## config.mk

```make
export PLATFORM = sky130hd
export DESIGN_NAME = spi_master_seq_flat
export DESIGN_NICKNAME = d
export VERILOG_FILES = /design/src/rtl/spi_master_seq_if.sv /design/src/rtl/spi_master_seq.sv /design/src/flat_wrapper.sv
export SDC_FILE = /design/constraint.sdc
export NUM_CORES = 1
export LEC_CHECK = 0
export ABC_AREA = 1
export BUFFER_PORTS_ARGS = -buffer_cell sky130_fd_sc_hd__buf_2
export CORE_AREA = 2 2 62 64
export CTS_CLUSTER_SIZE = 25
export DETAILED_ROUTE_END_ITERATION = 12
export DIE_AREA = 0 0 64 66
export GPL_TIMING_DRIVEN = 1
export PLACE_DENSITY = 0.76
export SYNTH_ARGS = -nofsm -noshare
export SYNTH_HDL_FRONTEND = slang
export SYNTH_SLANG_ARGS = --single-unit
export TNS_END_PERCENT = 1
```

## constraint.sdc

```tcl
create_clock -name clk_i -period 1.6 [get_ports clk_i]
set_input_delay 0.32 -clock clk_i [delete_from_list [all_inputs] [get_ports clk_i]]
set_output_delay 0.32 -clock clk_i [all_outputs]
set_load 0.02 [all_outputs]
```

## src/rtl/spi_master_seq_if.sv

```systemverilog
// Bundle of host handshake, shift-register control and SPI pin signals for spi_master_seq.
// The sequencer uses the master view; the host and shift-register model use the slave view.
interface spi_master_seq_if;
    logic       tx_valid_i;
    logic       tx_ready_o;
    logic [7:0] tx_data_i;
    logic       tx_last_i;
    logic [7:0] tx_byte_o;
    logic       tx_load_byte_en_o;
    logic       tx_load_bit_en_o;
    logic       rx_load_bit_en_o;
    logic [7:0] rx_byte_i;
    logic [7:0] rx_data_o;
    logic       rx_valid_o;
    logic       sclk_o;
    logic       cs_n_o;
    logic       busy_o;

    modport master (
        input  tx_valid_i, tx_data_i, tx_last_i, rx_byte_i,
        output tx_ready_o, tx_byte_o, tx_load_byte_en_o, tx_load_bit_en_o,
        output rx_load_bit_en_o, rx_data_o, rx_valid_o, sclk_o, cs_n_o, busy_o
    );

    modport slave (
        output tx_valid_i, tx_data_i, tx_last_i, rx_byte_i,
        input  tx_ready_o, tx_byte_o, tx_load_byte_en_o, tx_load_bit_en_o,
        input  rx_load_bit_en_o, rx_data_o, rx_valid_o, sclk_o, cs_n_o, busy_o
    );
endinterface

```

## src/rtl/spi_master_seq.sv

```systemverilog
// SPI transfer sequencer: turns host byte requests into 8-bit SPI transfers by driving
// sclk, chip select and the load/shift enables of an external write/read shift-register pair.
module spi_master_seq #(
    parameter int CLK_DIV  = 4,
    parameter int CS_SETUP = 2,
    parameter int CS_HOLD  = 2
) (
    input  logic              clk_i,
    input  logic              rst_i,
    spi_master_seq_if.master  bus
);
    localparam int MAX_AB  = (CLK_DIV > CS_SETUP) ? CLK_DIV : CS_SETUP;
    localparam int MAX_CNT = (MAX_AB > CS_HOLD) ? MAX_AB : CS_HOLD;
    localparam int CNT_W   = $clog2(MAX_CNT) + 1;
    localparam int HOLD_M2 = (CS_HOLD > 1) ? (CS_HOLD - 2) : 0;

    localparam logic [CNT_W-1:0] DIV_M1   = CNT_W'(CLK_DIV - 1);
    localparam logic [CNT_W-1:0] SETUP_M1 = CNT_W'(CS_SETUP - 1);
    localparam logic [CNT_W-1:0] HOLD_LD  = CNT_W'(HOLD_M2);
    localparam logic [CNT_W-1:0] CNT_ZERO = {CNT_W{1'b0}};

    typedef enum logic [2:0] {
        S_IDLE, S_SETUP, S_LOAD, S_LOW, S_HIGH, S_DONE, S_HOLD, S_WAIT
    } state_t;

    state_t           r_state, w_state_nxt;
    logic [CNT_W-1:0] r_cnt, w_cnt_nxt;
    logic [2:0]       r_bit, w_bit_nxt;
    logic             r_last;
    logic [7:0]       r_tx_byte, r_rx_data;
    logic             r_tx_ready, r_rx_valid, r_sclk, r_cs_n, r_busy;
    logic             r_byte_en, r_bit_en, r_rx_en;
    logic             w_byte_en_nxt, w_bit_en_nxt, w_rx_en_nxt;
    logic             w_accept, w_phase_end, w_first;

    assign w_accept    = bus.tx_valid_i && r_tx_ready;
    assign w_phase_end = (r_cnt == CNT_ZERO);
    assign w_first     = (r_cnt == DIV_M1);

    // Next-state, phase counter and bit counter; every state entry reloads the phase counter.
    always_comb begin
        w_state_nxt = r_state;
        w_cnt_nxt   = r_cnt;
        w_bit_nxt   = r_bit;
        case (r_state)
            S_IDLE: begin
                if (w_accept) begin
                    w_state_nxt = S_SETUP;
                    w_cnt_nxt   = SETUP_M1;
                end else begin
                    w_state_nxt = S_IDLE;
                end
            end
            S_SETUP, S_LOAD, S_LOW: begin
                if (w_phase_end) begin
                    w_cnt_nxt = DIV_M1;
                    if (r_state == S_SETUP) begin
                        w_state_nxt = S_LOAD;
                    end else if (r_state == S_LOAD) begin
                        w_state_nxt = S_LOW;
                        w_bit_nxt   = 3'd7;
                    end else begin
                        w_state_nxt = S_HIGH;
                    end
                end else begin
                    w_cnt_nxt = r_cnt - CNT_W'(1);
                end
            end
            S_HIGH: begin
                if (!w_phase_end) begin
                    w_cnt_nxt = r_cnt - CNT_W'(1);
                end else if (r_bit != 3'd0) begin
                    w_state_nxt = S_LOW;
                    w_cnt_nxt   = DIV_M1;
                    w_bit_nxt   = r_bit - 3'd1;
                end else begin
                    w_state_nxt = S_DONE;
                end
            end
            S_DONE: begin
                // DONE is already the first cycle of the chip-select hold.
                if (!r_last) begin
                    w_state_nxt = S_WAIT;
                end else if (CS_HOLD > 1) begin
                    w_state_nxt = S_HOLD;
                    w_cnt_nxt   = HOLD_LD;
                end else begin
                    w_state_nxt = S_IDLE;
                end
            end
            S_HOLD: begin
                if (w_phase_end) begin
                    w_state_nxt = S_IDLE;
                end else begin
                    w_cnt_nxt = r_cnt - CNT_W'(1);
                end
            end
            S_WAIT: begin
                if (w_accept) begin
                    w_state_nxt = S_LOAD;
                    w_cnt_nxt   = DIV_M1;
                end else begin
                    w_state_nxt = S_WAIT;
                end
            end
            default: begin
                w_state_nxt = S_IDLE;
            end
        endcase
    end

    // Enables move only in the second cycle of LOAD/LOW/HIGH, so they never change with sclk.
    always_comb begin
        w_byte_en_nxt = r_byte_en;
        w_bit_en_nxt  = r_bit_en;
        w_rx_en_nxt   = r_rx_en;
        case (r_state)
            S_LOAD: begin
                if (w_first) begin
                    w_byte_en_nxt = 1'b1;
                end else begin
                    w_byte_en_nxt = r_byte_en;
                end
            end
            S_LOW: begin
                if (w_first) begin
                    w_byte_en_nxt = 1'b0;
                    w_bit_en_nxt  = 1'b0;
                    w_rx_en_nxt   = 1'b1;
                end else begin
                    w_rx_en_nxt   = r_rx_en;
                end
            end
            S_HIGH: begin
                if (w_first) begin
                    w_rx_en_nxt  = 1'b0;
                    w_bit_en_nxt = (r_bit != 3'd0);
                end else begin
                    w_bit_en_nxt = r_bit_en;
                end
            end
            default: begin
                w_byte_en_nxt = 1'b0;
                w_bit_en_nxt  = 1'b0;
                w_rx_en_nxt   = 1'b0;
            end
        endcase
    end

    // State and counter registers.
    always_ff @(posedge clk_i or posedge rst_i) begin
        if (rst_i) begin
            r_state <= S_IDLE;
            r_cnt   <= CNT_ZERO;
            r_bit   <= 3'd0;
        end else begin
            r_state <= w_state_nxt;
            r_cnt   <= w_cnt_nxt;
            r_bit   <= w_bit_nxt;
        end
    end

    // Output registers decoded from the next state so pins line up with the state they belong to.
    always_ff @(posedge clk_i or posedge rst_i) begin
        if (rst_i) begin
            r_tx_ready <= 1'b0;
            r_rx_valid <= 1'b0;
            r_sclk     <= 1'b1;
            r_cs_n     <= 1'b1;
            r_busy     <= 1'b0;
            r_byte_en  <= 1'b0;
            r_bit_en   <= 1'b0;
            r_rx_en    <= 1'b0;
            r_tx_byte  <= 8'h00;
            r_rx_data  <= 8'h00;
            r_last     <= 1'b0;
        end else begin
            r_tx_ready <= (w_state_nxt == S_IDLE) || (w_state_nxt == S_WAIT);
            r_rx_valid <= (w_state_nxt == S_DONE);
            r_sclk     <= (w_state_nxt != S_LOW);
            r_cs_n     <= (w_state_nxt == S_IDLE);
            r_busy     <= (w_state_nxt != S_IDLE);
            r_byte_en  <= w_byte_en_nxt;
            r_bit_en   <= w_bit_en_nxt;
            r_rx_en    <= w_rx_en_nxt;
            if (w_accept) begin
                r_tx_byte <= bus.tx_data_i;
                r_last    <= bus.tx_last_i;
            end
            if ((r_state == S_HIGH) && (w_state_nxt == S_DONE)) begin
                r_rx_data <= bus.rx_byte_i;
            end
        end
    end

    assign bus.tx_ready_o        = r_tx_ready;
    assign bus.tx_byte_o         = r_tx_byte;
    assign bus.tx_load_byte_en_o = r_byte_en;
    assign bus.tx_load_bit_en_o  = r_bit_en;
    assign bus.rx_load_bit_en_o  = r_rx_en;
    assign bus.rx_data_o         = r_rx_data;
    assign bus.rx_valid_o        = r_rx_valid;
    assign bus.sclk_o            = r_sclk;
    assign bus.cs_n_o            = r_cs_n;
    assign bus.busy_o            = r_busy;
endmodule

```

## src/flat_wrapper.sv

```systemverilog
// flat-port wrapper written by rule: the top's interface ports become plain ports
module spi_master_seq_flat 
#(
    parameter int CLK_DIV  = 4,
    parameter int CS_SETUP = 2,
    parameter int CS_HOLD  = 2
)
  (clk_i, rst_i, bus_tx_valid_i, bus_tx_data_i, bus_tx_last_i, bus_rx_byte_i, bus_tx_ready_o, bus_tx_byte_o, bus_tx_load_byte_en_o, bus_tx_load_bit_en_o, bus_rx_load_bit_en_o, bus_rx_data_o, bus_rx_valid_o, bus_sclk_o, bus_cs_n_o, bus_busy_o);
  spi_master_seq_if bus_i ();
  input  logic clk_i;
  input  logic rst_i;
  input wire logic [$bits(bus_i.tx_valid_i)-1:0] bus_tx_valid_i;
  input wire logic [$bits(bus_i.tx_data_i)-1:0] bus_tx_data_i;
  input wire logic [$bits(bus_i.tx_last_i)-1:0] bus_tx_last_i;
  input wire logic [$bits(bus_i.rx_byte_i)-1:0] bus_rx_byte_i;
  output wire logic [$bits(bus_i.tx_ready_o)-1:0] bus_tx_ready_o;
  output wire logic [$bits(bus_i.tx_byte_o)-1:0] bus_tx_byte_o;
  output wire logic [$bits(bus_i.tx_load_byte_en_o)-1:0] bus_tx_load_byte_en_o;
  output wire logic [$bits(bus_i.tx_load_bit_en_o)-1:0] bus_tx_load_bit_en_o;
  output wire logic [$bits(bus_i.rx_load_bit_en_o)-1:0] bus_rx_load_bit_en_o;
  output wire logic [$bits(bus_i.rx_data_o)-1:0] bus_rx_data_o;
  output wire logic [$bits(bus_i.rx_valid_o)-1:0] bus_rx_valid_o;
  output wire logic [$bits(bus_i.sclk_o)-1:0] bus_sclk_o;
  output wire logic [$bits(bus_i.cs_n_o)-1:0] bus_cs_n_o;
  output wire logic [$bits(bus_i.busy_o)-1:0] bus_busy_o;
  assign bus_i.tx_valid_i = bus_tx_valid_i;
  assign bus_i.tx_data_i = bus_tx_data_i;
  assign bus_i.tx_last_i = bus_tx_last_i;
  assign bus_i.rx_byte_i = bus_rx_byte_i;
  assign bus_tx_ready_o = bus_i.tx_ready_o;
  assign bus_tx_byte_o = bus_i.tx_byte_o;
  assign bus_tx_load_byte_en_o = bus_i.tx_load_byte_en_o;
  assign bus_tx_load_bit_en_o = bus_i.tx_load_bit_en_o;
  assign bus_rx_load_bit_en_o = bus_i.rx_load_bit_en_o;
  assign bus_rx_data_o = bus_i.rx_data_o;
  assign bus_rx_valid_o = bus_i.rx_valid_o;
  assign bus_sclk_o = bus_i.sclk_o;
  assign bus_cs_n_o = bus_i.cs_n_o;
  assign bus_busy_o = bus_i.busy_o;
  spi_master_seq #(.CLK_DIV(CLK_DIV), .CS_SETUP(CS_SETUP), .CS_HOLD(CS_HOLD)) u_core (.clk_i(clk_i), .rst_i(rst_i), .bus(bus_i));
endmodule
```

==> impl_results.md <==
- Worst-path clk slew: 0.11 ns
- Synth top area share: 45.0%
- Reg power frac: between 30% and 40%
- Layout cell share with drive strength beyond 1: between 30% and 40%
- Die W: between 60 and 70 µm
- Fin crit share: between 90% and 100%
- P_int: between 0.002 and 0.0025 W
- P_leak: roughly 1.2 nW
- Comb power frac: approximately 54%
- Antenna violations before repair: 0
- Maximum clock path buffer count: 2
- PD cells: 2170 nW/µm²
- Initial DRC count: 26
- Congestion Overflow GR: 0
- Crit path from: u_core.r_bit[0]
- Total number of vias: 1552
- Seq/Total Area, Yosys: a little under half
- DP HPWL: 2.73 mm
- First-pass GRT wire length: 6.22 mm
- Hold Path Class: input port to asynchronous set/reset pin
- Setup Buffers After CTS: 0
- Worst Setup EP: u_core.r_cnt[1]
- Worst rel slew slack: around 73%
- Post-layout min period: 1.49 ns
- Final setup violation count: 0
- Placed Area: around 2100 µm²
- Mapped Cells: 223
- Top post-synthesis cells by count: nand2_1 (92), dfrtp_1 (32), nand3_1 (22), nor2_1 (15), inv_1 (12)
- Synth async-reset ratio: 100%
- Vias in the first global route: 1478
- Post-synthesis cell area: 1780 µm²
- CTS tree: done
- Num rows: 22
- Arr. time, crit path: 1.77 ns
- CP Capture Type: flip-flop
- Top_reg_cell synth: dfrtp_1
- FF-to-FF Start: u_core.r_bit[0]
- Area Growth Syn to Fin: 21.1%
- GRT Total Usage: 19.1%
- CP Class: flip-flop to flip-flop
- Routed Antenna Nets: 0
- Crit path max fanout: 13
- R2R setup slack: 0.11 ns
- Critical Path, Cell by Cell: inv_1 > ha_1 > nand2_1 > nor2_1 > nand2_2 > nand3_1 > nand2_1 > nand2_1
- Post-synth top area cell: dfrtp_1
- FF+latch count, synth: 34
- Critical-path top delay cell: dfrtp_1
- Slowest stage delay, CP: 0.37 ns
- Max frequency: 671 MHz
- Design area: ~2200 µm²
- Syn_nets: ~250
- Clk_lat worst skew: 0.34 ns
- Top-count cell post-synth: nand2_1
- Nets: around 300
- Max H-tree Level: 2
- CTS Sinks: 34
- I/O Pins: 44
- RSZ-0062 raised after global routing: true
- Core Box Area: 3550 µm²
- Warnings, synthesis: 0
- Run status: finished, final reports clean
- GP Congestion: 0.856
- Die area: 4220 µm²
- CP dominant cell by count: nand2_1
- Die Ht: 66 µm
- EDFF count, synth: 0
- P_sw: 0.00217 W
- FF-to-FF path depth: 8
- FF-to-FF End: u_core.r_cnt[1]
- Sw Share: a little under half
- Worst slew pin tran: 0.409 ns
- Req. time, crit path: 1.88 ns
- Clk pwr share: 13.0%
- Max_cap viols: 0
- Via density: 4.80
- Ranking of synthesized cells by area: dfrtp_1 (45%), nand2_1 (19%), nand3_1 (6.2%)
- Setup Skew: about 0.014 ns
- Starting Density: 50.1%
- Synth Area per Inst: 7.97 µm²
- Final Hold Fails: 0
- FILL cells: 328
- CTS buffer count: 5
- Crit path launch type: flip-flop
- Ant. Diodes: 0
- Core Util, Final: 60.6%
- Distinct cell type count after synthesis: 28
- Maximum number of pins on one net before global-route repair: 35
- Root buf cell: clkbuf_4
- VDD IR-drop max: 1.20 mV
- Final Max Slew Viols: 0
- I/O Buffers: 43
- Wirelength per Cell: 11.1 µm
- Total wire length: ~3.6 mm
- Detailed Routing Iterations Pass 1: 4
- DRC Markers: 0
[state kept, by name, summed over array words and instances (netlist names), 3 cells and up]
register / cells
u_core.bus.rx_data_o: 8
u_core.bus.tx_byte_o: 8
u_core.r_bit: 3
u_core.r_cnt: 3
u_core.r_state: 3
[power groups by stage]
stage / sequential (W) / combinational (W) / clock, W
floorplan: 0.00169 / 0.00172 / 0
global placement: 0.00152 / 0.00244 / 0
detailed placement: 0.00153 / 0.00248 / 0
CTS: 0.00152 / 0.00248 / 0.000627
global route: 0.00158 / 0.00286 / 0.000669
finish: 0.00154 / 0.00253 / 0.000608
[timing repair]
| item | 4_1_cts | 5_1_grt |
|---|---|---|
| gates resized for setup | 0 | 7 |
| hold buffers | 0 | 0 |
| endpoints found under the setup margin | 0 | 18 |
[cell usage in the layout, fill, tap and decap left out, types with 2 or more instances in the layout]
cell type,synthesis,layout
nand2_2,5,5
nor2_1,15,15
o21ai_0,5,5
inv_1,12,11
clkbuf_1,1,2
dfstp_2,2,2
buf_4,1,7
dfrtp_1,32,30
a21oi_1,2,2
a31oi_1,2,2
inv_2,6,6
nand4_1,2,2
nand3_1,22,22
inv_4,1,2
nand2_4,2,2
ha_1,5,4
nand2_1,92,92
clkbuf_4,0,5
nor2_4,3,3
o21ai_1,2,2
dfrtp_2,0,2
buf_2,1,43
[routing by layer]
layer | part of all wire [%] | routed length (µm) | GRT usage (%) | up-vias
met2 | 48 | 1730 | 32.2 | 44
met3 | 5.2 | 188 | 5.45 | 5
met5 | 0 | 0 | 0 | -
met1 | 46 | 1640 | 23.8 | 697
met4 | 1.1 | 38 | 5.71 | 0
li1 | - | - | - | 806
[worst max-delay path: cells and delay by family, from the launching register on]
kind          cells  cell delay (ns)
simple gates      6             0.78
flops             1             0.37
fa+ha+maj         1             0.17
buf+inv           1             0.11
[how the worst min path moves through the flow]
stage                          start                       to  slack [ns]  cells after the start
global route                   rst_i          u_core.r_bit[0]        0.09                      3
floorplan           bus_rx_byte_i[0]  u_core.bus.rx_data_o[0]        0.43                      2
global placement               rst_i        u_core.bus.busy_o        0.43                      3
finish                         rst_i        u_core.bus.busy_o        0.05                      3
detailed placement             rst_i        u_core.bus.busy_o        0.43                      3
CTS                            rst_i        u_core.bus.busy_o        0.06                      3
[cell type report]
| class | count | area, µm² | area share (%) |
|---|---|---|---|
| inverter | 19 | 76.3 | 3.54 |
| clock buffer | 7 | 45.0 | 2.09 |
| multi-input combinational | 164 | 818 | 38.0 |
| sequential | 34 | 856 | 39.7 |
| timing repair buffer | 50 | 268 | 12.4 |
| clock inverter | 1 | 30.0 | 1.39 |
| tap | 48 | 60.1 | 2.79 |
[through the flow]
step / cells / setup WS [ns] / TNS (ns) / hold WS, ns / power (W)
finish: 323 / 0.111 / 0 / 0.0480 / 0.00467
detailed placement: 315 / 0.0647 / 0 / 0.435 / 0.00400
floorplan: 223 / 0.174 / 0 / 0.430 / 0.00340
global placement: 315 / 0.0854 / 0 / 0.427 / 0.00396
CTS: 323 / 0.0427 / 0 / 0.0552 / 0.00463
global route: 323 / -0.0171 / -0.0351 / 0.0878 / 0.00511
[cell families (layout without fill, tap and decap cells)]
| logic type | after synthesis | in the layout | share of synthesized area, % |
|---|---|---|---|
| adder cells (fa/ha/maj) | 5 | 5 | 3.52 |
| XOR/XNOR | 2 | 2 | 0.985 |
| AO/OA/AOI/OAI | 13 | 13 | 4.08 |
| buffers and inverters | 25 | 77 | 6.97 |
| AND/OR/NAND/NOR | 144 | 144 | 36.5 |
| flip-flops | 34 | 34 | 48.0 |
(Power assumes the default switching activity.)
